<file path="src/rtl/mips_pkg.sv">
// Shared pipeline-control types and constants for the MIPS hazard logic.
package mips_pkg;

   localparam int unsigned REG_W         = 5;
   localparam int unsigned MD_CNT_W      = 8;
   localparam int unsigned MD_CYCLES_DEF = 32;
   localparam int unsigned CNT_W_DEF     = 16;

   typedef enum logic [0:0] {
      RUN     = 1'b0,
      MD_BUSY = 1'b1
   } state_t;

endpackage

</file>
<file path="src/rtl/hazard_ctrl_if.sv">
// Pipeline-side signals of the hazard controller: ID/EX observations in,
// pipeline-register enables, bubbles and performance counters out.
interface hazard_ctrl_if
   import mips_pkg::*;
#(
   parameter int unsigned CNT_W = CNT_W_DEF
) ();

   logic [REG_W-1:0] ID_RS;
   logic [REG_W-1:0] ID_RT;
   logic             ID_UsesRT;
   logic             EX_MemRead;
   logic [REG_W-1:0] EX_RT;
   logic             EX_Branch_taken;
   logic             EX_MD_start;

   logic             PC_Write;
   logic             IFID_Write;
   logic             IFID_Flush;
   logic             IDEX_Write;
   logic             IDEX_Bubble;
   logic             EXMEM_Bubble;
   logic             MD_busy;
   logic             MD_done;
   logic [CNT_W-1:0] Stall_cnt;
   logic [CNT_W-1:0] Flush_cnt;

   modport master (
      output ID_RS, ID_RT, ID_UsesRT, EX_MemRead, EX_RT, EX_Branch_taken, EX_MD_start,
      input  PC_Write, IFID_Write, IFID_Flush, IDEX_Write, IDEX_Bubble, EXMEM_Bubble,
             MD_busy, MD_done, Stall_cnt, Flush_cnt
   );

   modport slave (
      input  ID_RS, ID_RT, ID_UsesRT, EX_MemRead, EX_RT, EX_Branch_taken, EX_MD_start,
      output PC_Write, IFID_Write, IFID_Flush, IDEX_Write, IDEX_Bubble, EXMEM_Bubble,
             MD_busy, MD_done, Stall_cnt, Flush_cnt
   );

endinterface

</file>
<file path="src/rtl/sat_counter.sv">
// Saturating up-counter with synchronous reset; holds at all-ones.
module sat_counter #(
   parameter int unsigned CNT_W = 16
) (
   input  logic             clk,
   input  logic             rst,
   input  logic             inc,
   output logic [CNT_W-1:0] count
);

   always_ff @(posedge clk) begin
      if (rst) begin
         count <= '0;
      end else if (inc && (count != {CNT_W{1'b1}})) begin
         count <= count + CNT_W'(1);
      end
   end

endmodule

</file>
<file path="src/rtl/hazard_ctrl.sv">
// Pipeline hazard controller: load-use stall, taken-branch flush and
// multi-cycle mult/div EX occupancy, plus stall/flush event counters.
module hazard_ctrl
   import mips_pkg::*;
#(
   parameter int unsigned MD_CYCLES = MD_CYCLES_DEF,
   parameter int unsigned CNT_W     = CNT_W_DEF
) (
   input logic          clk_i,
   input logic          rst_i,
   hazard_ctrl_if.slave bus
);

   // Start cycle plus the reload value's countdown make MD_CYCLES-1 stall cycles.
   localparam logic [MD_CNT_W-1:0] MD_RELOAD = MD_CNT_W'(MD_CYCLES - 2);

   state_t              state;
   state_t              state_nxt;
   logic [MD_CNT_W-1:0] md_cnt;
   logic [MD_CNT_W-1:0] md_cnt_nxt;
   logic                load_use;

   logic pc_write;
   logic ifid_write;
   logic ifid_flush;
   logic idex_write;
   logic idex_bubble;
   logic exmem_bubble;
   logic md_busy;
   logic md_done;

   assign load_use = bus.EX_MemRead && (bus.EX_RT != '0) &&
                     ((bus.EX_RT == bus.ID_RS) || (bus.ID_UsesRT && (bus.EX_RT == bus.ID_RT)));

   always_ff @(posedge clk_i) begin
      if (rst_i) begin
         state  <= RUN;
         md_cnt <= '0;
      end else begin
         state  <= state_nxt;
         md_cnt <= md_cnt_nxt;
      end
   end

   always_comb begin
      state_nxt    = state;
      md_cnt_nxt   = md_cnt;
      pc_write     = 1'b1;
      ifid_write   = 1'b1;
      ifid_flush   = 1'b0;
      idex_write   = 1'b1;
      idex_bubble  = 1'b0;
      exmem_bubble = 1'b0;
      md_busy      = 1'b0;
      md_done      = 1'b0;
      if (!rst_i) begin
         case (state)
            RUN: begin
               if (bus.EX_Branch_taken) begin
                  ifid_flush  = 1'b1;
                  idex_bubble = 1'b1;
               end else if (bus.EX_MD_start) begin
                  pc_write     = 1'b0;
                  ifid_write   = 1'b0;
                  idex_write   = 1'b0;
                  exmem_bubble = 1'b1;
                  md_busy      = 1'b1;
                  state_nxt    = MD_BUSY;
                  md_cnt_nxt   = MD_RELOAD;
               end else if (load_use) begin
                  pc_write    = 1'b0;
                  ifid_write  = 1'b0;
                  idex_bubble = 1'b1;
               end
            end
            MD_BUSY: begin
               if (md_cnt != '0) begin
                  pc_write     = 1'b0;
                  ifid_write   = 1'b0;
                  idex_write   = 1'b0;
                  exmem_bubble = 1'b1;
                  md_busy      = 1'b1;
                  md_cnt_nxt   = md_cnt - MD_CNT_W'(1);
               end else begin
                  // Result cycle: front end is free again, so a pending load-use still stalls.
                  md_done   = 1'b1;
                  state_nxt = RUN;
                  if (load_use) begin
                     pc_write    = 1'b0;
                     ifid_write  = 1'b0;
                     idex_bubble = 1'b1;
                  end
               end
            end
            default: state_nxt = RUN;
         endcase
      end
   end

   assign bus.PC_Write     = pc_write;
   assign bus.IFID_Write   = ifid_write;
   assign bus.IFID_Flush   = ifid_flush;
   assign bus.IDEX_Write   = idex_write;
   assign bus.IDEX_Bubble  = idex_bubble;
   assign bus.EXMEM_Bubble = exmem_bubble;
   assign bus.MD_busy      = md_busy;
   assign bus.MD_done      = md_done;

   sat_counter #(.CNT_W(CNT_W)) u_stall_cnt (
      .clk   (clk_i),
      .rst   (rst_i),
      .inc   (~pc_write),
      .count (bus.Stall_cnt)
   );

   sat_counter #(.CNT_W(CNT_W)) u_flush_cnt (
      .clk   (clk_i),
      .rst   (rst_i),
      .inc   (ifid_flush),
      .count (bus.Flush_cnt)
   );

endmodule

</file>
<file path="src/flat_wrapper.sv">
// flat-port wrapper written by rule: the top's interface ports become plain ports
module hazard_ctrl_flat import mips_pkg::*;
#(
   parameter int unsigned MD_CYCLES = MD_CYCLES_DEF,
   parameter int unsigned CNT_W     = CNT_W_DEF
)
  (clk_i, rst_i, bus_ID_RS, bus_ID_RT, bus_ID_UsesRT, bus_EX_MemRead, bus_EX_RT, bus_EX_Branch_taken, bus_EX_MD_start, bus_PC_Write, bus_IFID_Write, bus_IFID_Flush, bus_IDEX_Write, bus_IDEX_Bubble, bus_EXMEM_Bubble, bus_MD_busy, bus_MD_done, bus_Stall_cnt, bus_Flush_cnt);
  hazard_ctrl_if #(.CNT_W(CNT_W)) bus_i ();
  input logic clk_i;
  input logic rst_i;
  input wire logic [$bits(bus_i.ID_RS)-1:0] bus_ID_RS;
  input wire logic [$bits(bus_i.ID_RT)-1:0] bus_ID_RT;
  input wire logic [$bits(bus_i.ID_UsesRT)-1:0] bus_ID_UsesRT;
  input wire logic [$bits(bus_i.EX_MemRead)-1:0] bus_EX_MemRead;
  input wire logic [$bits(bus_i.EX_RT)-1:0] bus_EX_RT;
  input wire logic [$bits(bus_i.EX_Branch_taken)-1:0] bus_EX_Branch_taken;
  input wire logic [$bits(bus_i.EX_MD_start)-1:0] bus_EX_MD_start;
  output wire logic [$bits(bus_i.PC_Write)-1:0] bus_PC_Write;
  output wire logic [$bits(bus_i.IFID_Write)-1:0] bus_IFID_Write;
  output wire logic [$bits(bus_i.IFID_Flush)-1:0] bus_IFID_Flush;
  output wire logic [$bits(bus_i.IDEX_Write)-1:0] bus_IDEX_Write;
  output wire logic [$bits(bus_i.IDEX_Bubble)-1:0] bus_IDEX_Bubble;
  output wire logic [$bits(bus_i.EXMEM_Bubble)-1:0] bus_EXMEM_Bubble;
  output wire logic [$bits(bus_i.MD_busy)-1:0] bus_MD_busy;
  output wire logic [$bits(bus_i.MD_done)-1:0] bus_MD_done;
  output wire logic [$bits(bus_i.Stall_cnt)-1:0] bus_Stall_cnt;
  output wire logic [$bits(bus_i.Flush_cnt)-1:0] bus_Flush_cnt;
  assign bus_i.ID_RS = bus_ID_RS;
  assign bus_i.ID_RT = bus_ID_RT;
  assign bus_i.ID_UsesRT = bus_ID_UsesRT;
  assign bus_i.EX_MemRead = bus_EX_MemRead;
  assign bus_i.EX_RT = bus_EX_RT;
  assign bus_i.EX_Branch_taken = bus_EX_Branch_taken;
  assign bus_i.EX_MD_start = bus_EX_MD_start;
  assign bus_PC_Write = bus_i.PC_Write;
  assign bus_IFID_Write = bus_i.IFID_Write;
  assign bus_IFID_Flush = bus_i.IFID_Flush;
  assign bus_IDEX_Write = bus_i.IDEX_Write;
  assign bus_IDEX_Bubble = bus_i.IDEX_Bubble;
  assign bus_EXMEM_Bubble = bus_i.EXMEM_Bubble;
  assign bus_MD_busy = bus_i.MD_busy;
  assign bus_MD_done = bus_i.MD_done;
  assign bus_Stall_cnt = bus_i.Stall_cnt;
  assign bus_Flush_cnt = bus_i.Flush_cnt;
  hazard_ctrl #(.MD_CYCLES(MD_CYCLES), .CNT_W(CNT_W)) u_core (.clk_i(clk_i), .rst_i(rst_i), .bus(bus_i));
endmodule
</file>
<file path="config.mk">
export PLATFORM = sky130hd
export DESIGN_NAME = hazard_ctrl_flat
export DESIGN_NICKNAME = d
export VERILOG_FILES = /design/src/rtl/mips_pkg.sv /design/src/rtl/hazard_ctrl_if.sv /design/src/rtl/sat_counter.sv /design/src/rtl/hazard_ctrl.sv /design/src/flat_wrapper.sv
export SDC_FILE = /design/constraint.sdc
export NUM_CORES = 1
export LEC_CHECK = 0
export ABC_CLOCK_PERIOD_IN_PS = 2250
export BUFFER_PORTS_ARGS = -buffer_cell sky130_fd_sc_hd__buf_4
export CORE_ASPECT_RATIO = 0.9
export CORE_MARGIN = 3
export CORE_UTILIZATION = 47
export CTS_CLUSTER_SIZE = 20
export DETAILED_ROUTE_END_ITERATION = 6
export PLACE_DENSITY_LB_ADDON = 0.3
export SLEW_MARGIN = 20
export SYNTH_ARGS = -nofsm -noshare
export SYNTH_HDL_FRONTEND = slang
export SYNTH_SLANG_ARGS = --single-unit
export TNS_END_PERCENT = 100
</file>
<file path="constraint.sdc">
create_clock -name clk_i -period 2.25 [get_ports clk_i]
set_clock_uncertainty 0.2 [all_clocks]
set_input_delay 0.3375 -clock clk_i [delete_from_list [all_inputs] [get_ports clk_i]]
set_output_delay 0.3375 -clock clk_i [all_outputs]
set_load 0.02 [all_outputs]
</file>
==> results.json <==
{
  "synth_edf_count": 0,
  "worst_skew_pair.late_latency_ns": 0.30,
  "drtAntennaViolNets": 0,
  "pre_cts_ws_ns": -0.126,
  "status": "complete, but fails checks",
  "violations": "negative setup slack",
  "via_per_inst": 5.54,
  "tritoncts": "done",
  "swShare_pct": 28.9,
  "async_reset_ff_share_pct": 0,
  "vias": 2290,
  "layout_common_cells": "buf_4, dfxtp_1, nor2_1",
  "crit_fanout": 3,
  "drc": 0,
  "cts_hold_buffers": 0,
  "synth.mux.area_fraction_pct": 2.45,
  "synthFlopType": "dfxtp_1",
  "clockBufferDepth": 2,
  "hold_violations": 0,
  "synth_area_leaders": "dfxtp_1, xnor2_1, a21oi_1",
  "worst_slack_ns": -0.0170,
  "area_delta_synth_final_pct": 35.1,
  "setup_viol": 3,
  "maxSlewViolCount": 0,
  "antenna_found_initial": 0,
  "min_period_ns": 2.27,
  "syn-num-nets": 298,
  "cts_buffers": 5,
  "first_pass_iters": 4,
  "wl_per_cell_um": 13.5,
  "drive_above_1_share_pct": 31.9,
  "die_h_um": 71.7,
  "finalCritPeriodShare_pct": 101,
  "cts_num_sinks": 41,
  "hold_path_class": "in2reg",
  "timing.fmax_ghz": 0.441,
  "maxCapViolations": 0,
  "grt_pass1_wl_um": 9460,
  "coreArea_um2": 4550,
  "grt_use_met1_pct": 27.2,
  "power.density_nw_per_um2": 532,
  "yosys.area_share.simple_pct": 29.5,
  "final_cell_area_um2": 3040,
  "maxSlewHeadroom_pct": 69.2,
  "root_buffer": "clkbuf_8",
  "grt_max_degree": 24,
  "critical_path_arrival_ns": 1.73,
  "syn_area_um2": 2250,
  "grt_pass1_vias": 2147,
  "yosysTopAreaCell": "dfxtp_1",
  "end_kind": "primary output",
  "met2_usage_pct": 33.0,
  "tightest_slew_ns": 0.458,
  "final_common_cell": "buf_4",
  "dieWidth_um": 78.9,
  "dieArea_um2": 5660,
  "grt_usage_pct": 20.9,
  "ys_seq_area_share_pct": 36.5,
  "ys_warn_count": 0,
  "yosysTopAreaCellShare_pct": 36.5,
  "fp-row-count": 23,
  "p_int_mw": 1.15,
  "io_pins": 61,
  "place_congestion": 0.808,
  "grt_util_met3_pct": 4.27,
  "synth_top_family_by_area": "simple AND/OR/NAND/NOR gates",
  "cp.required_ns": 1.71,
  "nets": 375,
  "synthCells": 273,
  "initialDrtViolationCount": 90,
  "ys_seq_elements": 41,
  "cp-start-kind": "flip-flop",
  "io_buffers": 60,
  "crit_type": "reg2out",
  "place_area_um2": 2850,
  "cts.htree.levels": 2,
  "power.share.sequential_pct": 48.2,
  "path_clk_slew_ns": 0.08,
  "postRouteWirelength_um": 5590,
  "top_usage_layer": "met2",
  "peakVddDrop_v": 0.000533,
  "rsz0062_at_grt": "true",
  "yosys.cell_types.count": 47,
  "hpwl_um": 4050,
  "synth-compound-area-share_pct": 16.2,
  "synth_fa_ha_area_share_pct": 2.22,
  "clkPwrFrac_pct": 29.0,
  "grt_overflow": 0,
  "p_sw_mw": 0.468,
  "combPwrFrac_pct": 22.9,
  "leakage_nw": 1.18,
  "start_util_pct": 49.5,
  "synth_xor_area_share_pct": 7.78,
  "synth_area_per_cell_um2": 8.25,
  "n_antenna_cell": 0
}
## worst max-delay path, cell delays in order (launching register included)
cell,delay (ns)
dfxtp_1,0.36
nor4_4,0.30
nand3_2,0.12
a21o_4,0.24
a31oi_4,0.16
or2_4,0.16
buf_6,0.11
## synthesized netlist by cell type, types with 2 or more instances
master,n
nor2_1,25
or4_1,6
a311oi_1,3
or2_2,3
nand2_1,24
dfxtp_1,41
and3_1,5
and2_1,2
mux2_4,3
buf_4,2
o21ai_1,3
o31ai_1,5
xor2_1,3
o41ai_1,5
nor3b_1,2
a21oi_1,22
inv_1,9
nand3_1,13
nand2b_1,3
or3_1,10
o311ai_0,3
xnor2_1,17
and4_1,2
buf_6,3
clkbuf_1,8
nor3_1,9
nor4_1,4
o21ai_0,8
o22ai_1,2
nor2b_1,3
ha_1,4
nand4_1,6
## registers in the layout, summed over array words and instances (netlist names)
register / count
u_core.md_cnt: 8
u_core.state: 1
u_core.u_flush_cnt.count: 16
u_core.u_stall_cnt.count: 16
## metal layers
metal | part of all wire [%] | vias up | wire, um
li1 | - | 1148 | -
met1 | 47 | 1066 | 2600
met5 | 0 | - | 0
met3 | 5.0 | 13 | 281
met4 | 2.6 | 0 | 145
met2 | 46 | 63 | 2560
## power groups by stage
stage / registers, mW / logic, mW / clock network [mW]
finish: 0.779 / 0.370 / 0.468
global route: 0.782 / 0.405 / 0.512
CTS: 0.777 / 0.353 / 0.483
detailed placement: 0.792 / 0.315 / 0
global placement: 0.791 / 0.310 / 0
floorplan: 0.797 / 0.203 / 0
## final cells by class
cell class	instances	area [um2]
fill	406	1510
multi-input combinational	208	1360
sequential	41	827
timing repair buffer	85	664
tap	62	77.6
clock buffer	6	72.6
inverter	9	33.8
clock inverter	2	10.0
## timing repair
action / in CTS / in global routing
hold endpoints to repair: 0 / 0
endpoints found under the setup margin: 6 / 24
buffers inserted: 4 / 0
pin swaps: 3 / 2
gates cloned: 0 / 0
resized for setup: 10 / 9
## through the flow
step	cells	total power, mW	hold WS [ns]	util, %	setup TNS, ns
final	413	1.62	0.246	66.9	-0.0460
after global routing	413	1.70	0.260	66.9	-0.618
after CTS	413	1.61	0.241	66.0	-0.0909
after detailed placement	401	1.11	0.270	62.7	-1.19
after global placement	401	1.10	0.259	62.7	-0.606
after floorplan	273	1.00	0.246	-	-0.0579
## final timing paths
path,end,slack [ns],startpoint,depth (start not counted)
max reg2reg,u_core.u_stall_cnt.count[1]$_SDFFE_PP0P_,0.12,u_core.u_stall_cnt.count[1]$_SDFFE_PP0P_,7
max,bus_IFID_Write,-0.02,u_core.md_cnt[5]$_SDFFE_PP0P_,6
min,u_core.u_stall_cnt.count[1]$_SDFFE_PP0P_,0.25,rst_i,3
min reg2reg,u_core.md_cnt[0]$_SDFFE_PP0P_,0.27,u_core.md_cnt[0]$_SDFFE_PP0P_,2
## kinds of logic after synthesis
family,after synthesis
simple gates,124
compound gates,56
flops,41
buf+inv,24
xor+xnor,20
mux,4
fa+ha+maj,4
(Power assumes the default switching activity.)
